$ cat src/rtl/processador_uc.sv
// Multicycle control unit: sequences fetch/decode/execute for the datapath,
// runs req/ack handshakes with both memories and latches faults until reset.
module processador_uc #(
    parameter int unsigned MEM_TIMEOUT = 16
) (
    input  logic        clk,
    input  logic        reset,
    input  logic [6:0]  opcode,
    input  logic        imem_ack,
    input  logic        dmem_ack,
    output logic        imem_req,
    output logic        dmem_req,
    output logic        dmem_we,
    output logic        IR_load,
    output logic        PC_load,
    output logic        rf_we,
    output logic        JAL,
    output logic        JALR,
    output logic [1:0]  OP_MEM_I,
    output logic [1:0]  ULAop,
    output logic        halted,
    output logic [1:0]  fault_code,
    output logic [31:0] instret
);

    localparam int unsigned CW = $clog2(MEM_TIMEOUT);
    localparam logic [CW-1:0] CNT_LAST = CW'(MEM_TIMEOUT - 1);

    localparam logic [6:0] OPC_LOAD   = 7'b0000011;
    localparam logic [6:0] OPC_STORE  = 7'b0100011;
    localparam logic [6:0] OPC_OP     = 7'b0110011;
    localparam logic [6:0] OPC_OPIMM  = 7'b0010011;
    localparam logic [6:0] OPC_BRANCH = 7'b1100011;
    localparam logic [6:0] OPC_JAL    = 7'b1101111;
    localparam logic [6:0] OPC_JALR   = 7'b1100111;
    localparam logic [6:0] OPC_AUIPC  = 7'b0010111;

    typedef enum logic [3:0] {
        S_FETCH, S_DECODE, S_EXEC, S_WB, S_MEMADDR, S_MEM, S_BRANCH, S_JUMP, S_FAULT
    } state_e;

    typedef enum logic [2:0] {
        K_OP, K_OPIMM, K_LOAD, K_STORE, K_BRANCH, K_JAL, K_JALR, K_AUIPC
    } kind_e;

    typedef enum logic [1:0] {
        F_NONE = 2'b00, F_ILLEGAL = 2'b01, F_IMEM = 2'b10, F_DMEM = 2'b11
    } fault_e;

    state_e        state_q, state_d;
    kind_e         kind_q, kind_d;
    fault_e        fault_q, fault_d;
    logic [CW-1:0] cnt_q, cnt_d;
    logic [31:0]   instret_q, instret_d;

    logic       imem_req_c, dmem_req_c, dmem_we_c, ir_load_c, pc_load_c, rf_we_c;
    logic       jal_c, jalr_c, halted_c;
    logic [1:0] op_mem_i_c, ulaop_c;

    always_comb begin
        // NOTE: every signal gets a default first so no path through the case infers a latch.
        state_d    = state_q;
        kind_d     = kind_q;
        fault_d    = fault_q;
        cnt_d      = cnt_q;
        imem_req_c = 1'b0;
        dmem_req_c = 1'b0;
        dmem_we_c  = 1'b0;
        ir_load_c  = 1'b0;
        pc_load_c  = 1'b0;
        rf_we_c    = 1'b0;
        jal_c      = 1'b0;
        jalr_c     = 1'b0;
        halted_c   = 1'b0;
        op_mem_i_c = 2'b00;
        ulaop_c    = 2'b00;

        case (state_q)
            S_FETCH: begin
                imem_req_c = 1'b1;
                if (imem_ack) begin
                    ir_load_c = 1'b1;
                    state_d   = S_DECODE;
                end else if (cnt_q == CNT_LAST) begin
                    state_d = S_FAULT;
                    fault_d = F_IMEM;
                end else begin
                    cnt_d = cnt_q + CW'(1);
                end
            end
            S_DECODE: begin
                case (opcode)
                    OPC_OP:     begin kind_d = K_OP;     state_d = S_EXEC;    end
                    OPC_OPIMM:  begin kind_d = K_OPIMM;  state_d = S_EXEC;    end
                    OPC_LOAD:   begin kind_d = K_LOAD;   state_d = S_MEMADDR; end
                    OPC_STORE:  begin kind_d = K_STORE;  state_d = S_MEMADDR; end
                    OPC_BRANCH: begin kind_d = K_BRANCH; state_d = S_BRANCH;  end
                    OPC_JAL:    begin kind_d = K_JAL;    state_d = S_JUMP;    end
                    OPC_JALR:   begin kind_d = K_JALR;   state_d = S_JUMP;    end
                    OPC_AUIPC:  begin kind_d = K_AUIPC;  state_d = S_JUMP;    end
                    default: begin
                        state_d = S_FAULT;
                        fault_d = F_ILLEGAL;
                    end
                endcase
            end
            S_EXEC, S_WB: begin
                ulaop_c    = 2'b10;
                op_mem_i_c = (kind_q == K_OPIMM) ? 2'b10 : 2'b00;
                if (state_q == S_WB) begin
                    rf_we_c   = 1'b1;
                    pc_load_c = 1'b1;
                    state_d   = S_FETCH;
                    cnt_d     = '0;
                end else begin
                    state_d = S_WB;
                end
            end
            S_MEMADDR: begin
                op_mem_i_c = (kind_q == K_LOAD) ? 2'b01 : 2'b10;
                state_d    = S_MEM;
                cnt_d      = '0;
            end
            S_MEM: begin
                op_mem_i_c = (kind_q == K_LOAD) ? 2'b01 : 2'b10;
                dmem_req_c = 1'b1;
                dmem_we_c  = (kind_q == K_STORE);
                if (dmem_ack) begin
                    pc_load_c = 1'b1;
                    rf_we_c   = (kind_q == K_LOAD);
                    state_d   = S_FETCH;
                    cnt_d     = '0;
                end else if (cnt_q == CNT_LAST) begin
                    state_d = S_FAULT;
                    fault_d = F_DMEM;
                end else begin
                    cnt_d = cnt_q + CW'(1);
                end
            end
            S_BRANCH: begin
                ulaop_c   = 2'b01;
                pc_load_c = 1'b1;
                state_d   = S_FETCH;
                cnt_d     = '0;
            end
            S_JUMP: begin
                op_mem_i_c = 2'b11;
                rf_we_c    = 1'b1;
                pc_load_c  = 1'b1;
                jal_c      = (kind_q == K_JAL);
                jalr_c     = (kind_q == K_JALR);
                state_d    = S_FETCH;
                cnt_d      = '0;
            end
            S_FAULT: begin
                halted_c = 1'b1;
            end
            default: begin
                state_d = S_FETCH;
                cnt_d   = '0;
            end
        endcase

        instret_d = pc_load_c ? instret_q + 32'd1 : instret_q;
    end

    // NOTE: sequential state uses non-blocking assignments only; reset is sampled at the edge.
    always_ff @(posedge clk) begin
        if (reset) begin
            state_q   <= S_FETCH;
            kind_q    <= K_OP;
            fault_q   <= F_NONE;
            cnt_q     <= '0;
            instret_q <= '0;
        end else begin
            state_q   <= state_d;
            kind_q    <= kind_d;
            fault_q   <= fault_d;
            cnt_q     <= cnt_d;
            instret_q <= instret_d;
        end
    end

    // Outputs read 0 throughout the reset cycle, whatever state the flops still hold.
    always_comb begin
        imem_req   = imem_req_c & ~reset;
        dmem_req   = dmem_req_c & ~reset;
        dmem_we    = dmem_we_c  & ~reset;
        IR_load    = ir_load_c  & ~reset;
        PC_load    = pc_load_c  & ~reset;
        rf_we      = rf_we_c    & ~reset;
        JAL        = jal_c      & ~reset;
        JALR       = jalr_c     & ~reset;
        halted     = halted_c   & ~reset;
        OP_MEM_I   = reset ? 2'b00 : op_mem_i_c;
        ULAop      = reset ? 2'b00 : ulaop_c;
        fault_code = reset ? 2'b00 : fault_q;
        instret    = reset ? 32'd0 : instret_q;
    end

endmodule

$ cat config.mk
export PLATFORM = sky130hd
export DESIGN_NAME = processador_uc
export DESIGN_NICKNAME = d
export VERILOG_FILES = /design/src/rtl/processador_uc.sv
export SDC_FILE = /design/constraint.sdc
export NUM_CORES = 1
export LEC_CHECK = 0
export BUFFER_PORTS_ARGS = -buffer_cell sky130_fd_sc_hd__buf_2
export CAP_MARGIN = 15
export CORE_MARGIN = 5
export CORE_UTILIZATION = 59
export DETAILED_ROUTE_END_ITERATION = 12
export PLACE_DENSITY_LB_ADDON = 0.3
export SLEW_MARGIN = 10
export SYNTH_ARGS = -nofsm -noshare
export SYNTH_HDL_FRONTEND = slang
export SYNTH_SLANG_ARGS = --single-unit
$ cat constraint.sdc
create_clock -name clk -period 4.4 [get_ports clk]
set_input_delay 0.44 -clock clk [delete_from_list [all_inputs] [get_ports clk]]
set_output_delay 0.44 -clock clk [all_outputs]
set_load 0.1 [all_outputs]
==> summary by stage <==
Floorplanning
The die width is 77.7 um. The starting density of the core is 61.3%. Measured along the y axis, the die boundary spans 77.7 um.

Row generation in the floorplan step produced 24 rows. The area enclosed by the die boundary is 6040 sq um. The core region is 4410 sq um. The number of primary I/O pins is 58.

Clock tree
No sink is reached through more buffers than the 2 on the longest clock path. The total of cells resized after clock tree synthesis is 0. Clock tree synthesis inserted a total of 5 buffers. In this run, post-CTS hold repair placed 0 buffers. The number of post-CTS setup repair buffers is 0. The clock edge transition at the registers on the reported setup and hold paths is 0.08 ns.

The cell sitting at the root of the clock tree is a sky130_fd_sc_hd__clkbuf_8. The TritonCTS clock tree is built. CTS built an H-tree with a depth of 2. The worst-skew pair later-pin latency is 0.30 ns. The clock sink total is 45.

Place
The total placed instance area is 3000 sq um. The count of buffers added on input and output ports is 57. The total half-perimeter wirelength after legalization and detailed placement is 4490 um. The final estimated routing congestion in global placement is 0.925. Once placement completed, the tool counted placed cells totaling 439.

Pwr
The leakage dissipation is 1.29 nW. The switching fraction of total power is 25.4%. Dividing total power by cell area gives a power density of 286 nW/um^2. The share of total power dissipated in combinational logic is 10.8%. The worst-case vdd ir drop is 0.163 mV.

Per report_power, the sequential group accounts for 47.6% of the total. The share of total power dissipated in the clock network is 41.5%. The internal power of the cells totals 0.000667 W. The net switching component of the power is 0.000228 W. The overall power of the completed layout is 0.000895 W.

Worst setup path
The worst setup path category is flip-flop to output port. The required time of the worst setup path is 3.96 ns. The category of the worst setup path capture point is an output port. The data arrival time of the worst path is 2.29 ns. The worst reg-to-reg path cell count is 5. In this run the worst path has a maximum fanout of 18. The sort of element at the start of the critical path is a flip-flop.

Logic synthesis
The gate count of the mapped netlist is 348. The synthesized netlist contains 58 unique library cells. For this run, the number of Yosys warnings is 0. The number of flops mapped to enable cells by yosys is 0. The total standard cell area after synthesis is 2700 sq um.

Of all flip-flops after synthesis, the portion carrying an async set or reset was 0%. After synthesis, flip-flops and latches occupy 33.3% of the total area. Averaged over all synthesized cells, the footprint is 7.77 sq um.

Synthesis produced a netlist with a net count of 361. In this run, synthesis produced a sequential element count of 45. The leading register cell type out of synthesis is sky130_fd_sc_hd__dfxtp_1.

STA
Timing would allow up to 0.367 GHz. The worst pin sits at a relative slew slack of 29.5%. The post-route setup TNS is 0 ns. Setup violations remaining at the end of the flow were counted as 0. The final clock period utilization by the worst path is 61.9%. Setup repair after global routing left no endpoint under its margin. The max-slew violation total from the final report is 0. Counting I/O delays and the setup requirement, the final critical path takes 2.73 ns.

The hold violation total from the final report is 0. At the pin with the least slew margin, the transition time is 1.05 ns. The final setup skew is 0.00667 ns.

Drt
The number of nets still failing antenna checks after routing is 0. The number of design-rule violations left by the first detailed-router iteration is 168. For this run, the detailed router's first-pass iteration total came to 4. The post-detailed-route via-to-cell ratio is 5.70. Dividing the detail-routed wire length by the instance count gives 14.0 um. The overall via count from detail_route is 2549. After detailed routing, the number of remaining DRC violations is 0. The sum of routed wire length over all layers is 6270 um.

Finish
Counting the fill cells in the layout gives 358. The core occupancy in the finished layout is 70.9%. The area growth from synthesis to layout is 15.8%. The share of final-layout standard cells stronger than drive strength 1 is 21.5%.

Once layout is complete, the cells apart from fillers number 447. The storage element area is 901 sq um. Summing all multi-input logic gate instances after layout gives 1700 sq um. Once layout is done, the placed cells without fillers occupy 3130 sq um. The repair_antennas step left the layout with diodes totalling 0.

In the final design database the tool counted 407 nets.

Worst hold path
The tightest min-delay check is of the flip-flop to flip-flop type. The worst hold path stage count is 2.

Global routing
The total overflow reported by the global router is 0. The via count of the first global-routing pass is 2371. The first global-routing pass estimated 10800 um of wire. The number of antenna violations at the first check in global routing came to 0. Entering global routing, the biggest net connects 47 pins.

Global routing used 21.1% of the available tracks.

Status
The run finished with clean final reports.

Job
Across the run, the number of max-cap violations was 0.
==> sequential cells by signal, indices dropped and copies added (netlist names) <==
signal and flops:
instret_q 32, cnt_q 4, state_q 4, fault_q 2, kind_q 3
==> cells by family (layout without fill, tap and decap cells) <==
| family | after synthesis | in the layout | share of synthesized area (%) |
|---|---|---|---|
| AOI/OAI and AO/OA | 46 | 46 | 11.5 |
| xor gates and xnor gates | 25 | 25 | 8.10 |
| adders and majority gates | 3 | 3 | 1.30 |
| buffers and inverters | 27 | 74 | 4.03 |
| DFF | 45 | 45 | 33.3 |
| muxes | 7 | 7 | 2.87 |
| and+or+nand+nor | 195 | 195 | 38.9 |
==> power by group through the flow <==
stage               clock [W]  sequential, W  combinational, W
floorplan                   0       0.000427         0.0000856
global placement            0       0.000435         0.0000938
detailed placement          0       0.000435         0.0000965
CTS                  0.000377       0.000426         0.0000966
global route         0.000393       0.000428          0.000106
finish               0.000372       0.000426         0.0000969
==> worst paths after layout <==
check / from / end / slack, ns
setup / recovery: state_q[1] / PC_load / 1.67
hold / removal: cnt_q[1] / cnt_q[1] / 0.47
setup reg to reg: instret_q[3] / instret_q[23] / 2.01
hold reg to reg: cnt_q[1] / cnt_q[1] / 0.47
==> cell type report <==
class                   count  share of cell area, %
clock inverters             3                   2.08
inverters                   6                  0.719
multi-input cells         276                   54.3
well taps                  52                   2.08
repair buffers             60                   9.83
flip-flops and latches     45                   28.8
clock buffers               5                   2.20
==> layer usage <==
layer / GRT usage [%] / wire length (um) / up-vias
li1: - / - / 1303
met3: 5.32 / 342 / 10
met2: 34.2 / 2960 / 61
met4: 5.67 / 74 / 0
met1: 27.9 / 2890 / 1175
met5: 0 / 0 / -
==> layout by cell type, fill, tap and decap left out, types with 2 or more instances in the layout <==
master	netlist	routed
sky130_fd_sc_hd__o21bai_1	2	2
sky130_fd_sc_hd__nand3_1	15	15
sky130_fd_sc_hd__nor4_2	1	2
sky130_fd_sc_hd__and3_1	7	7
sky130_fd_sc_hd__xnor2_1	7	7
sky130_fd_sc_hd__bufinv_16	0	2
sky130_fd_sc_hd__o31ai_1	2	2
sky130_fd_sc_hd__buf_4	1	3
sky130_fd_sc_hd__nor2_1	54	54
sky130_fd_sc_hd__dfxtp_1	45	45
sky130_fd_sc_hd__nand4_1	15	15
sky130_fd_sc_hd__inv_1	6	6
sky130_fd_sc_hd__or3_1	2	2
sky130_fd_sc_hd__o21ai_0	11	11
sky130_fd_sc_hd__nor4_1	5	4
sky130_fd_sc_hd__buf_2	3	57
sky130_fd_sc_hd__xor2_1	18	18
sky130_fd_sc_hd__and2_1	4	4
sky130_fd_sc_hd__a31oi_1	3	3
sky130_fd_sc_hd__nor4b_1	2	2
sky130_fd_sc_hd__nand2b_1	8	8
sky130_fd_sc_hd__nor2b_1	33	33
sky130_fd_sc_hd__nor3_1	9	9
sky130_fd_sc_hd__a22oi_1	2	2
sky130_fd_sc_hd__a21oi_1	12	12
sky130_fd_sc_hd__nand2_1	26	26
sky130_fd_sc_hd__ha_1	2	2
sky130_fd_sc_hd__clkbuf_8	0	5
sky130_fd_sc_hd__or4_1	3	3
sky130_fd_sc_hd__mux2_2	5	5
==> cells in the mapped netlist, types with 2 or more instances <==
cell type,number,area share (%)
sky130_fd_sc_hd__xnor2_1,7,2.3
sky130_fd_sc_hd__a22oi_1,2,0.56
sky130_fd_sc_hd__nor2b_1,33,7.6
sky130_fd_sc_hd__nand4_1,15,3.5
sky130_fd_sc_hd__nor3_1,9,1.7
sky130_fd_sc_hd__dfxtp_1,45,33
sky130_fd_sc_hd__nand3_1,15,2.8
sky130_fd_sc_hd__buf_2,3,0.56
sky130_fd_sc_hd__nor2_1,54,7.5
sky130_fd_sc_hd__mux2_2,5,2.1
sky130_fd_sc_hd__o21bai_1,2,0.56
sky130_fd_sc_hd__or3_1,2,0.46
sky130_fd_sc_hd__nand2b_1,8,1.9
sky130_fd_sc_hd__nor4b_1,2,0.65
sky130_fd_sc_hd__inv_1,6,0.83
sky130_fd_sc_hd__nand2_1,26,3.6
sky130_fd_sc_hd__nor4_1,5,1.2
sky130_fd_sc_hd__a21oi_1,12,2.2
sky130_fd_sc_hd__xor2_1,18,5.8
sky130_fd_sc_hd__clkbuf_1,16,2.2
sky130_fd_sc_hd__or4_1,3,0.83
sky130_fd_sc_hd__a31oi_1,3,0.69
sky130_fd_sc_hd__and2_1,4,0.93
sky130_fd_sc_hd__o31ai_1,2,0.56
sky130_fd_sc_hd__ha_1,2,0.93
sky130_fd_sc_hd__o21ai_0,11,2.0
sky130_fd_sc_hd__and3_1,7,1.6
==> worst max-delay path, stage by stage (launching register included) <==
cell and delay [ns]:
sky130_fd_sc_hd__dfxtp_1 0.68, sky130_fd_sc_hd__o21ai_0 0.33, sky130_fd_sc_hd__and2_1 0.28, sky130_fd_sc_hd__nor3_1 0.21, sky130_fd_sc_hd__buf_2 0.48
==> per-stage QoR <==
step	setup slack [ns]	hold WS, ns
detailed placement	1.97	0.466
global placement	2.03	0.463
floorplan	-0.00531	0.449
global route	1.50	0.512
CTS	1.71	0.478
finish	1.67	0.474
Note: power is estimated with default switching activity, not from simulation.
